==> src/rtl/axis_bus_demux_pkt_if.sv <==
// AXI-Stream bundle for the packet demux: one upstream stream, NUM_CH downstream streams.
// The slave modport is the demux view; the master modport is the source/sink view.
interface axis_bus_demux_pkt_if #(
  parameter int unsigned NUM_CH = 12,
  parameter int unsigned DATA_W = 32
);
  logic [DATA_W-1:0]        axis_in_tdata;
  logic                     axis_in_tvalid;
  logic                     axis_in_tlast;
  logic                     axis_in_tready;
  logic [NUM_CH*DATA_W-1:0] axis_out_tdata;
  logic [NUM_CH-1:0]        axis_out_tvalid;
  logic [NUM_CH-1:0]        axis_out_tlast;
  logic [NUM_CH-1:0]        axis_out_tready;

  modport slave (
    input  axis_in_tdata, axis_in_tvalid, axis_in_tlast, axis_out_tready,
    output axis_in_tready, axis_out_tdata, axis_out_tvalid, axis_out_tlast
  );

  modport master (
    output axis_in_tdata, axis_in_tvalid, axis_in_tlast, axis_out_tready,
    input  axis_in_tready, axis_out_tdata, axis_out_tvalid, axis_out_tlast
  );
endinterface

==> src/rtl/axis_bus_demux_pkt.sv <==
// Packet-aware AXI-Stream demux: route is locked per packet from bus_sel, beats pass through a
// single tagged output register; packets with an invalid select are swallowed and counted.
module axis_bus_demux_pkt #(
  parameter int unsigned NUM_CH = 12,
  parameter int unsigned DATA_W = 32,
  parameter int unsigned CNT_W  = 16
) (
  input  logic                 clk,
  input  logic                 rst,
  input  logic [7:0]           bus_sel,
  axis_bus_demux_pkt_if.slave  bus,
  output logic                 route_busy,
  output logic [CNT_W-1:0]     drop_cnt
);

  localparam int unsigned CH_W = (NUM_CH > 1) ? $clog2(NUM_CH) : 1;

  typedef enum logic [1:0] {IDLE, PASS, DROP} state_e;

  typedef struct packed {
    logic [DATA_W-1:0] data;
    logic              last;
    logic [CH_W-1:0]   ch;
  } beat_t;

  state_e           state_q, state_d;
  logic [CH_W-1:0]  ch_q, ch_d;
  beat_t            reg_q, reg_d;
  logic             reg_v_q, reg_v_d;
  logic [CNT_W-1:0] drop_cnt_q, drop_cnt_d;

  logic sel_ok_c;
  logic out_rdy_c;
  logic in_rdy_c;

  assign sel_ok_c  = bus_sel[7] && (bus_sel[6:0] < 7'(NUM_CH));
  // Drain always follows the register's own tag, never the currently locked channel.
  assign out_rdy_c = bus.axis_out_tready[reg_q.ch];

  always_ff @(posedge clk or posedge rst) begin
    if (rst) begin
      state_q    <= IDLE;
      ch_q       <= '0;
      reg_q      <= '0;
      reg_v_q    <= 1'b0;
      drop_cnt_q <= '0;
    end else begin
      state_q    <= state_d;
      ch_q       <= ch_d;
      reg_q      <= reg_d;
      reg_v_q    <= reg_v_d;
      drop_cnt_q <= drop_cnt_d;
    end
  end

  always_comb begin
    state_d    = state_q;
    ch_d       = ch_q;
    reg_d      = reg_q;
    reg_v_d    = reg_v_q;
    drop_cnt_d = drop_cnt_q;
    in_rdy_c   = 1'b0;

    if (reg_v_q && out_rdy_c) begin
      reg_v_d = 1'b0;
    end

    case (state_q)
      IDLE: begin
        if (bus.axis_in_tvalid) begin
          if (sel_ok_c) begin
            ch_d    = CH_W'(bus_sel[6:0]);
            state_d = PASS;
          end else begin
            state_d = DROP;
          end
        end
      end
      PASS: begin
        in_rdy_c = !reg_v_q || out_rdy_c;
        if (bus.axis_in_tvalid && in_rdy_c) begin
          reg_d.data = bus.axis_in_tdata;
          reg_d.last = bus.axis_in_tlast;
          reg_d.ch   = ch_q;
          reg_v_d    = 1'b1;
          if (bus.axis_in_tlast) begin
            state_d = IDLE;
          end
        end
      end
      DROP: begin
        in_rdy_c = 1'b1;
        if (bus.axis_in_tvalid && bus.axis_in_tlast) begin
          state_d = IDLE;
          if (drop_cnt_q != '1) begin
            drop_cnt_d = drop_cnt_q + CNT_W'(1);
          end
        end
      end
      default: state_d = IDLE;
    endcase
  end

  // Per-channel valid/last decode from the tagged register.
  always_comb begin
    bus.axis_out_tvalid = '0;
    bus.axis_out_tlast  = '0;
    for (int k = 0; k < int'(NUM_CH); k++) begin
      bus.axis_out_tvalid[k] = reg_v_q && (reg_q.ch == CH_W'(k));
      bus.axis_out_tlast[k]  = reg_v_q && (reg_q.ch == CH_W'(k)) && reg_q.last;
    end
  end

  assign bus.axis_out_tdata = {NUM_CH{reg_q.data}};
  assign bus.axis_in_tready = in_rdy_c;
  assign route_busy         = (state_q != IDLE);
  assign drop_cnt           = drop_cnt_q;

endmodule

==> src/flat_wrapper.sv <==
// flat-port wrapper written by rule: the top's interface ports become plain ports
module axis_bus_demux_pkt_flat 
#(
  parameter int unsigned NUM_CH = 12,
  parameter int unsigned DATA_W = 32,
  parameter int unsigned CNT_W  = 16
)
  (clk, rst, bus_sel, route_busy, drop_cnt, bus_axis_in_tdata, bus_axis_in_tvalid, bus_axis_in_tlast, bus_axis_out_tready, bus_axis_in_tready, bus_axis_out_tdata, bus_axis_out_tvalid, bus_axis_out_tlast);
  axis_bus_demux_pkt_if #(.NUM_CH(NUM_CH), .DATA_W(DATA_W)) bus_i ();
  input  logic clk;
  input  logic rst;
  input  logic [7:0] bus_sel;
  output logic route_busy;
  output logic [CNT_W-1:0] drop_cnt;
  input wire logic [$bits(bus_i.axis_in_tdata)-1:0] bus_axis_in_tdata;
  input wire logic [$bits(bus_i.axis_in_tvalid)-1:0] bus_axis_in_tvalid;
  input wire logic [$bits(bus_i.axis_in_tlast)-1:0] bus_axis_in_tlast;
  input wire logic [$bits(bus_i.axis_out_tready)-1:0] bus_axis_out_tready;
  output wire logic [$bits(bus_i.axis_in_tready)-1:0] bus_axis_in_tready;
  output wire logic [$bits(bus_i.axis_out_tdata)-1:0] bus_axis_out_tdata;
  output wire logic [$bits(bus_i.axis_out_tvalid)-1:0] bus_axis_out_tvalid;
  output wire logic [$bits(bus_i.axis_out_tlast)-1:0] bus_axis_out_tlast;
  assign bus_i.axis_in_tdata = bus_axis_in_tdata;
  assign bus_i.axis_in_tvalid = bus_axis_in_tvalid;
  assign bus_i.axis_in_tlast = bus_axis_in_tlast;
  assign bus_i.axis_out_tready = bus_axis_out_tready;
  assign bus_axis_in_tready = bus_i.axis_in_tready;
  assign bus_axis_out_tdata = bus_i.axis_out_tdata;
  assign bus_axis_out_tvalid = bus_i.axis_out_tvalid;
  assign bus_axis_out_tlast = bus_i.axis_out_tlast;
  axis_bus_demux_pkt #(.NUM_CH(NUM_CH), .DATA_W(DATA_W), .CNT_W(CNT_W)) u_core (.clk(clk), .rst(rst), .bus_sel(bus_sel), .bus(bus_i), .route_busy(route_busy), .drop_cnt(drop_cnt));
endmodule
==> config.mk <==
export PLATFORM = sky130hd
export DESIGN_NAME = axis_bus_demux_pkt_flat
export DESIGN_NICKNAME = d
export VERILOG_FILES = /design/src/rtl/axis_bus_demux_pkt_if.sv /design/src/rtl/axis_bus_demux_pkt.sv /design/src/flat_wrapper.sv
export SDC_FILE = /design/constraint.sdc
export NUM_CORES = 1
export LEC_CHECK = 0
export CAP_MARGIN = 10
export CORE_AREA = 2 2 185 187
export DETAILED_ROUTE_END_ITERATION = 16
export DIE_AREA = 0 0 187 189
export PLACE_DENSITY = 0.59
export SETUP_SLACK_MARGIN = 0.2
export SYNTH_ARGS = -nofsm -noshare
export SYNTH_HDL_FRONTEND = slang
export SYNTH_SLANG_ARGS = --single-unit
==> constraint.sdc <==
create_clock -name clk -period 3.4 [get_ports clk]
set_input_delay 0.51 -clock clk [delete_from_list [all_inputs] [get_ports clk]]
set_output_delay 0.51 -clock clk [all_outputs]
set_load 0.02 [all_outputs]
# Yosys cells after proc, flatten, opt, wreduce, memory -nomap -nowiden
# Cells that the tools add are included.
# word_totals
reg_bits	60
input_bits	56
wordCells	77
out_inout_bits	426
# classes
reduce_logical	37
addsub	1
n_eq_ne	18
order_cmp	2
muxes	12
# ops
operator	count
logical AND 1 bit	28
adder 16 x 1 -> 16 bit (second input constant)	1
equality test 4 x 3 -> 1 bit (second input constant)	4
equality test 4 bit (second input constant)	4
inequality test 16 bit (second input constant)	1
2-to-1 mux 2 bit	5
equality test 4 x 2 -> 1 bit (second input constant)	2
< comparator 7 x 4 -> 1 bit (second input constant)	1
one-hot mux 2 bit (3 select lines)	1
AND reduction 3 bit	2
< comparator 4 x 5 -> 1 bit (second input constant)	1
binary-select mux 1 bit (select 4 bit)	1
equality test 4 x 1 -> 1 bit (second input constant)	1
logical NOT 4 bit	1
2-to-1 mux 1 bit	4
inequality test 2 x 1 -> 1 bit (second input constant)	2
inequality test 2 bit (second input constant)	2
AND reduction 4 bit	1
equality test 2 x 1 -> 1 bit (second input constant)	1
equality test 2 bit (second input constant)	1
logical NOT 2 bit	1
one-hot mux 1 bit (2 select lines)	1
AND reduction 2 bit	1
nonzero test 2 bit	1
other kinds (2)	2

# Logic depth before layout (Yosys ltp)
# Gate-level depths: netlist (run 1).
# depth
depth_word	6
mapped_depth	7

# Worst setup path after synthesis (run 1)
# Ideal clock, no wire load.
# synth_path
kind	reg2reg
start	register u_core.reg_q[1] (netlist name)
end	register u_core.reg_q (netlist bit u_core.bus.axis_out_tdata[1])
path_stages_with_launch	7
n_path_buf	2
period_less_slack_ps	2341
t_required_ps	3275
setup_time_ps	125
setup_slack_ps	1059
arrival_time_ps	2216
cell_sequence	dfrtp_1 buf_6 mux2i_1 mux4_2 a311oi_4 buf_6 mux2_2
# synth_between
elab_chain_len	5
# synth_lines
item	line	rtl
from (decl)	axis_bus_demux_pkt.sv:28	beat_t reg_q, reg_d;
from (signal assigned)	axis_bus_demux_pkt.sv:50	reg_q <= reg_d;
binary-select mux 1 bit (select 4 bit)	axis_bus_demux_pkt.sv:38	assign out_rdy_c = bus.axis_out_tready[reg_q.ch];
2-to-1 mux 1 bit (implied by the code)	axis_bus_demux_pkt.sv:38	
logical OR 1 bit	axis_bus_demux_pkt.sv:80	in_rdy_c = !reg_v_q || out_rdy_c;
logical AND 1 bit	axis_bus_demux_pkt.sv:81	if (bus.axis_in_tvalid && in_rdy_c) begin
AND reduction 2 bit (no line)	n/a	
# No other way between the ends. The select of a mux whose other input is x is not followed.
# A chain may end at the register's enable or synchronous reset.

# Worst setup path in the final report (run 1)
# layout_path
start	input bus_axis_out_tready[7]
end	output bus_axis_in_tready
# layout_between
elab_chain_len	4
# layout_lines
item	line	rtl
from (decl)	flat_wrapper.sv:18	input wire logic [$bits(bus_i.axis_out_tready)-1:0] bus_axis_out_tready;
binary-select mux 1 bit (select 4 bit)	axis_bus_demux_pkt.sv:38	
2-to-1 mux 1 bit (implied by the code)	axis_bus_demux_pkt.sv:38	
logical OR 1 bit	axis_bus_demux_pkt.sv:80	
one-hot mux 1 bit (2 select lines)	axis_bus_demux_pkt.sv:68	case (state_q)
to (decl)	flat_wrapper.sv:19	output wire logic [$bits(bus_i.axis_in_tready)-1:0] bus_axis_in_tready;
# No other way between the ends. The select of a mux whose other input is x is not followed.

==> impl_metrics.json, run 1 <==
{
  "run_status": "finished, final reports clean",
  "synth-seq-cells": 60,
  "drv_cap": 0,
  "nets": 782,
  "layout-drive-gt1-share": 0.0977,
  "root_buffer": "clkbuf_16",
  "cp.arrival_ns": 2.37,
  "antennaDiodeCount": 0,
  "areaGrowthSynthToFinish_pct": 48.6,
  "die_y_um": 189,
  "p_per_area_nw_per_um2": 813,
  "end_kind": "output port",
  "drc": 0,
  "drt-pass1-iter-count": 4,
  "synth_edf_count": 0,
  "overflow": 0,
  "cts_max_level": 3,
  "coreArea_um2": 33300,
  "wl_per_cell_um": 14.3,
  "cts_setup_buffers": 0,
  "clk_latency_ns": 0.34,
  "r2r_start": "u_core.reg_q[1]$_DFFE_PP0P_",
  "syn-num-nets": 675,
  "routed_wl_um": 16800,
  "cts_tree": "yes",
  "setup_violations": 0,
  "ys_seq_area_frac": 0.264,
  "cp_data_required_time_ns": 2.89,
  "final.min_clock_period_ns": 2.88,
  "final_core_util": 0.254,
  "start_kind": "input port",
  "reg2reg_to": "u_core.bus.axis_out_tdata[9]$_DFFE_PP0P_",
  "holdWs_ns": 0.462,
  "fin_cells": 1175,
  "min_period_over_period": 0.846,
  "gp_congestion": 0.814,
  "crit_start": "bus_axis_out_tready[7]",
  "via_count": 3869,
  "die_area_um2": 35300,
  "finalPower_uw": 6870,
  "hpwlAfterDp_um": 13600,
  "syn_inst": 615,
  "grt_pass1_vias": 3623,
  "hold_buffers": 0,
  "die_x_um": 187,
  "worst_pin_slew_ns": 0.526,
  "fin_setup_tns_ns": 0,
  "final_max_slew_viol_count": 0,
  "grt_start_max_net_pins": 25,
  "cts_sinks": 60,
  "synth_ff_type": "dfrtp_1",
  "routed_via_density": 3.29,
  "reg2reg_slack_ns": 0.82,
  "first_iter_violations": 113,
  "path_max_fanout": 3,
  "cts_resized": 0,
  "async_flop_share": 1.00,
  "rows": 67,
  "cts_buffer_depth": 2,
  "maxSlewHeadroom": 0.647,
  "final_common_cell": "clkdlybuf4s50_1",
  "gr-usage-all-layers": 0.0875,
  "crit_type": "input port to output port",
  "syn_area_um2": 5690,
  "r2r_cells": 6,
  "cts_made_buffers": 9,
  "postSynthAreaPerCell_um2": 9.25,
  "min_path_type": "input port to async pin",
  "ys_types": 35,
  "ir_worst_vdd_mv": 0.259,
  "final_cell_mix": "clkdlybuf4s50_1, dfrtp_1, mux2_2, nor2_1, nand3_1",
  "drtAntennaViolNets": 0,
  "p_leak_uw": 0.00314,
  "initial_utilization": 0.171,
  "dp.cells": 1159,
  "yosys_warnings": 0,
  "antenna_found_initial": 0,
  "max_clock_freq_ghz": 0.348,
  "port_buffers": 481,
  "rsz0062_at_grt": "no",
  "ios": 482,
  "grt_pass1_wl_um": 23600,
  "hold_viol_final": 0,
  "clk_pin_slew_ns": 0.06,
  "fin_worst_skew_ns": 0.00818
}
[routing by layer]
layer	wire length, um	up-vias	global-route usage
met3	1160	11	0.0222
met4	266	0	0.0302
met5	0	-	0
li1	-	1803	-
met1	7190	1837	0.109
met2	8170	218	0.147
[cell usage after synthesis, types with 4 or more instances]
| cell type | count | area share |
|---|---|---|
| buf_4 | 384 | 0.51 |
| nor3_1 | 5 | 0.0044 |
| ha_1 | 4 | 0.0088 |
| inv_1 | 5 | 0.0033 |
| buf_6 | 4 | 0.0079 |
| clkbuf_1 | 4 | 0.0026 |
| mux2_2 | 43 | 0.085 |
| o21ai_0 | 4 | 0.0035 |
| nand3_1 | 11 | 0.0097 |
| mux2i_1 | 4 | 0.0070 |
| nand2_1 | 10 | 0.0066 |
| xnor2_1 | 10 | 0.015 |
| dfrtp_1 | 60 | 0.26 |
| and3_1 | 5 | 0.0055 |
| nor2_1 | 30 | 0.020 |
[sequential cells by signal, summed over array words and instances (netlist names)]
register                   flops
u_core.bus.axis_out_tdata     32
u_core.ch_q                    4
u_core.drop_cnt               16
u_core.reg_q                   5
u_core.reg_v_q                 1
u_core.state_q                 2
[metrics by stage]
step	instance area [um^2]	setup WS (ns)
final	8460	0.524
after global routing	8460	0.404
after CTS	8460	0.424
after detailed placement	8190	0.433
after global placement	8190	0.405
after floorplan	5690	1.06
[how the worst max path moves through the flow]
stage,endpoint,cells past startpoint
after CTS,bus_axis_in_tready,7
final,bus_axis_in_tready,7
after global placement,bus_axis_in_tready,7
after floorplan,u_core.bus.axis_out_tdata[1]$_DFFE_PP0P_,6
after global routing,bus_axis_in_tready,7
after detailed placement,bus_axis_in_tready,7
[critical path, stage by stage]
cell and delay [ns]:
clkdlybuf4s50_1 0.46, mux2_2 0.29, a22oi_1 0.35, o21ai_0 0.16
o21a_1 0.22, o21a_1 0.19, buf_4 0.17
[cells by family after synthesis]
group,Yosys count,synth area share
buffers and inverters,397,0.520
AND/OR/NAND/NOR,76,0.0655
flip-flops,60,0.264
multiplexers,51,0.102
AO/OA/AOI/OAI,14,0.0194
XOR/XNOR,13,0.0200
adder cells (fa/ha/maj),4,0.00880
[where the power goes]
group | total [uW] | switching, uW | internal [uW]
registers | 1320 | 442 | 879
logic | 4670 | 2340 | 2330
clock network | 883 | 390 | 493
total | 6870 | 3180 | 3700
[cell type report]
type | count | area (um^2)
fillers | 3524 | 24800
repair buffers | 488 | 4880
flip-flops and latches | 60 | 1500
multi-input cells | 158 | 1230
well taps | 448 | 561
clock buffers | 10 | 229
clock inverters | 6 | 41.3
inverters | 5 | 20.0
Note: power is estimated with default switching activity, not from simulation.
==> inputs of run 2 (changes only) <==
==> constraint.sdc (replaced) <==
create_clock -name clk -period 3 [get_ports clk]
set_input_delay 0.45 -clock clk [delete_from_list [all_inputs] [get_ports clk]]
set_output_delay 0.45 -clock clk [all_outputs]
set_load 0.02 [all_outputs]
==> run 2 against run 1 <==
  * First-iteration DRC count fell by 2.7%
  * Global-route usage is essentially flat
  * Final cell count is essentially flat
  * Worst setup slack worse by 0.25 ns
  * Total power up 16%
  * Via count is 0.67% lower
  * Hold slack improved by 0.032 ns
  * Largest cell class unchanged
  * Largest power group unchanged
  * Highest routed layer unchanged
==> impl_metrics.json, run 2 (same netlist as run 1, synthesis figures left out) <==
{
  "run_status": "finished, final reports clean",
  "multi_input_area_um2": 1230,
  "dp.cells": 1158,
  "final_common_cell": "clkdlybuf4s50_1",
  "cp_data_required_time_ns": 2.55,
  "drv_cap": 0,
  "min_period_over_period": 0.908,
  "rsz0062_at_grt": "yes",
  "cts_sinks": 60,
  "maxSlewHeadroom": 0.591,
  "placed_cell_area_um2": 8180,
  "clk_pin_slew_ns": 0.06,
  "grt_pass1_wl_um": 23500,
  "min_path_type": "register to register",
  "drc": 0,
  "cts_made_buffers": 9,
  "fin_setup_tns_ns": 0,
  "gr-usage-all-layers": 0.0876,
  "layout-drive-gt1-share": 0.107,
  "cp.buffers_inverters": 3,
  "end_kind": "output port",
  "dpl_worst_slack_ns": 0.121,
  "hpwlAfterDp_um": 13400,
  "hp-start": "u_core.drop_cnt[8]$_DFFE_PP0P_",
  "p_per_area_nw_per_um2": 938,
  "ios": 482,
  "critPathTopFamily": "buffers and inverters",
  "clkPwrFrac": 0.147,
  "final-seq-area_um2": 1510,
  "path_max_fanout": 8,
  "design_area_um2": 8530,
  "setup_slack_ns": 0.276,
  "rows": 67,
  "coreArea_um2": 33300,
  "routed_wl_um": 16600,
  "grt_start_max_net_pins": 33,
  "overflow": 0,
  "cts_tree": "yes",
  "cp.arrival_ns": 2.27,
  "cts_max_level": 3,
  "fin_cells": 1176,
  "die_area_um2": 35300,
  "final.min_clock_period_ns": 2.72,
  "cp_common_cell": "buf_4",
  "largest_reg_flops": 32,
  "setup_violations": 0,
  "clk_latency_ns": 0.33,
  "worst_pin_slew_ns": 0.613,
  "die_y_um": 189,
  "power_frac_seq": 0.187,
  "start_kind": "register",
  "drt-pass1-iter-count": 4,
  "final_max_slew_viol_count": 0,
  "routed_via_density": 3.27,
  "ir_worst_vdd_mv": 0.301,
  "p_leak_uw": 0.00323,
  "nets": 784,
  "power_frac_comb": 0.666,
  "cts_buffer_depth": 2,
  "port_buffers": 481,
  "intPower_uw": 4420,
  "cpPeakStageDelay_ns": 0.64,
  "root_buffer": "clkbuf_16",
  "gp_congestion": 0.804,
  "fillers": 3537,
  "netSwitchingPower_uw": 3580,
  "fin_worst_skew_ns": 0.00590,
  "first_iter_violations": 110,
  "antenna_found_initial": 0,
  "r2r_start": "u_core.reg_q[1]$_DFFE_PP0P_",
  "hold_buffers": 0,
  "crit_start": "u_core.reg_q[1]$_DFFE_PP0P_",
  "sw_frac_of_total": 0.448,
  "grt_pass1_vias": 3653,
  "drtAntennaViolNets": 0,
  "die_x_um": 187,
  "via_count": 3843,
  "max_clock_freq_ghz": 0.367,
  "final_cell_mix": "clkdlybuf4s50_1, dfrtp_1, mux2_2, nor2_1, nand3_1",
  "reg2reg_slack_ns": 0.50,
  "areaGrowthSynthToFinish_pct": 49.9,
  "wl_per_cell_um": 14.1,
  "crit_type": "register to output port",
  "worstPathCellList": "buf_4 > buf_4 > nand3b_1 > nor3_1 > clkdlybuf4s50_1",
  "finalPower_uw": 8000,
  "hold_viol_final": 0,
  "antennaDiodeCount": 0,
  "critPathSlowestCell": "clkdlybuf4s50_1",
  "initial_utilization": 0.171
}
## run 2: cell types whose count changed in the layout (fill, tap and decap cells not counted), moves of 2 or more
cell / delta
bufinv_16: +2
dlygate4sd2_1: +6
dfrtp_1: -3
buf_4: +2
clkbuf_8: +2
clkinvlp_4: -2
dfrtp_2: +3
clkdlybuf4s50_1: -7
## run 2: stage by stage
stage	util	hold WS, ns
floorplan	-	0.474
global placement	0.246	0.482
detailed placement	0.246	0.486
CTS	0.255	0.494
global route	0.256	0.509
finish	0.256	0.494
## run 2: path summary, 6_finish.rpt
path	endpoint	cells past startpoint
max	bus_axis_out_tvalid[1]	5
min	u_core.drop_cnt[8]$_DFFE_PP0P_	1
max reg2reg	u_core.bus.axis_out_tdata[3]$_DFFE_PP0P_	6
min reg2reg	u_core.drop_cnt[8]$_DFFE_PP0P_	1
max in group asynchronous	u_core.bus.axis_out_tdata[7]$_DFFE_PP0P_	3
min in group asynchronous	u_core.drop_cnt[5]$_DFFE_PP0P_	2
## run 2: cell type report
class / instances / share of cell area
clock inverters: 4 / 0.00851
well taps: 448 / 0.0657
clock buffers: 11 / 0.0296
multi-input cells: 158 / 0.145
flip-flops and latches: 60 / 0.176
repair buffers: 490 / 0.573
inverters: 5 / 0.00235
## run 2: per-layer routing
| metal | up-vias | wire (um) | track usage |
|---|---|---|---|
| li1 | 1802 | - | - |
| met1 | 1815 | 6990 | 0.106 |
| met2 | 216 | 8230 | 0.152 |
| met3 | 10 | 1180 | 0.0196 |
| met4 | 0 | 214 | 0.0314 |
| met5 | - | 0 | 0 |
## run 2: power by group through the flow
stage | Sequential, uW | Clock [uW] | Combinational, uW
2_1_floorplan | 1400 | 0 | 4250
4_1_cts | 1520 | 1240 | 5380
5_1_grt | 1590 | 1270 | 5530
3_5_place_dp | 1530 | 0 | 5360
6_report | 1500 | 1170 | 5330
3_3_place_gp | 1500 | 0 | 5350
## run 2: what timing repair did
action | CTS | global route
hold endpoints to repair | 0 | 0
endpoints found under the setup margin | 11 | 1
setup buffers | 0 | 3
gates resized for setup | 8 | 4
pin swaps | 1 | 1
==> inputs of run 3 (changes only) <==
--- a/config.mk
+++ b/config.mk
@@ -9,6 +9,7 @@
 export CORE_AREA = 2 2 185 187
 export DETAILED_ROUTE_END_ITERATION = 16
 export DIE_AREA = 0 0 187 189
+export HOLD_SLACK_MARGIN = 0.05
 export PLACE_DENSITY = 0.59
 export SETUP_SLACK_MARGIN = 0.2
 export SYNTH_ARGS = -nofsm -noshare
==> results of run 3 <==
No change in the layout: final DEF, timing and power equal those of run 2.
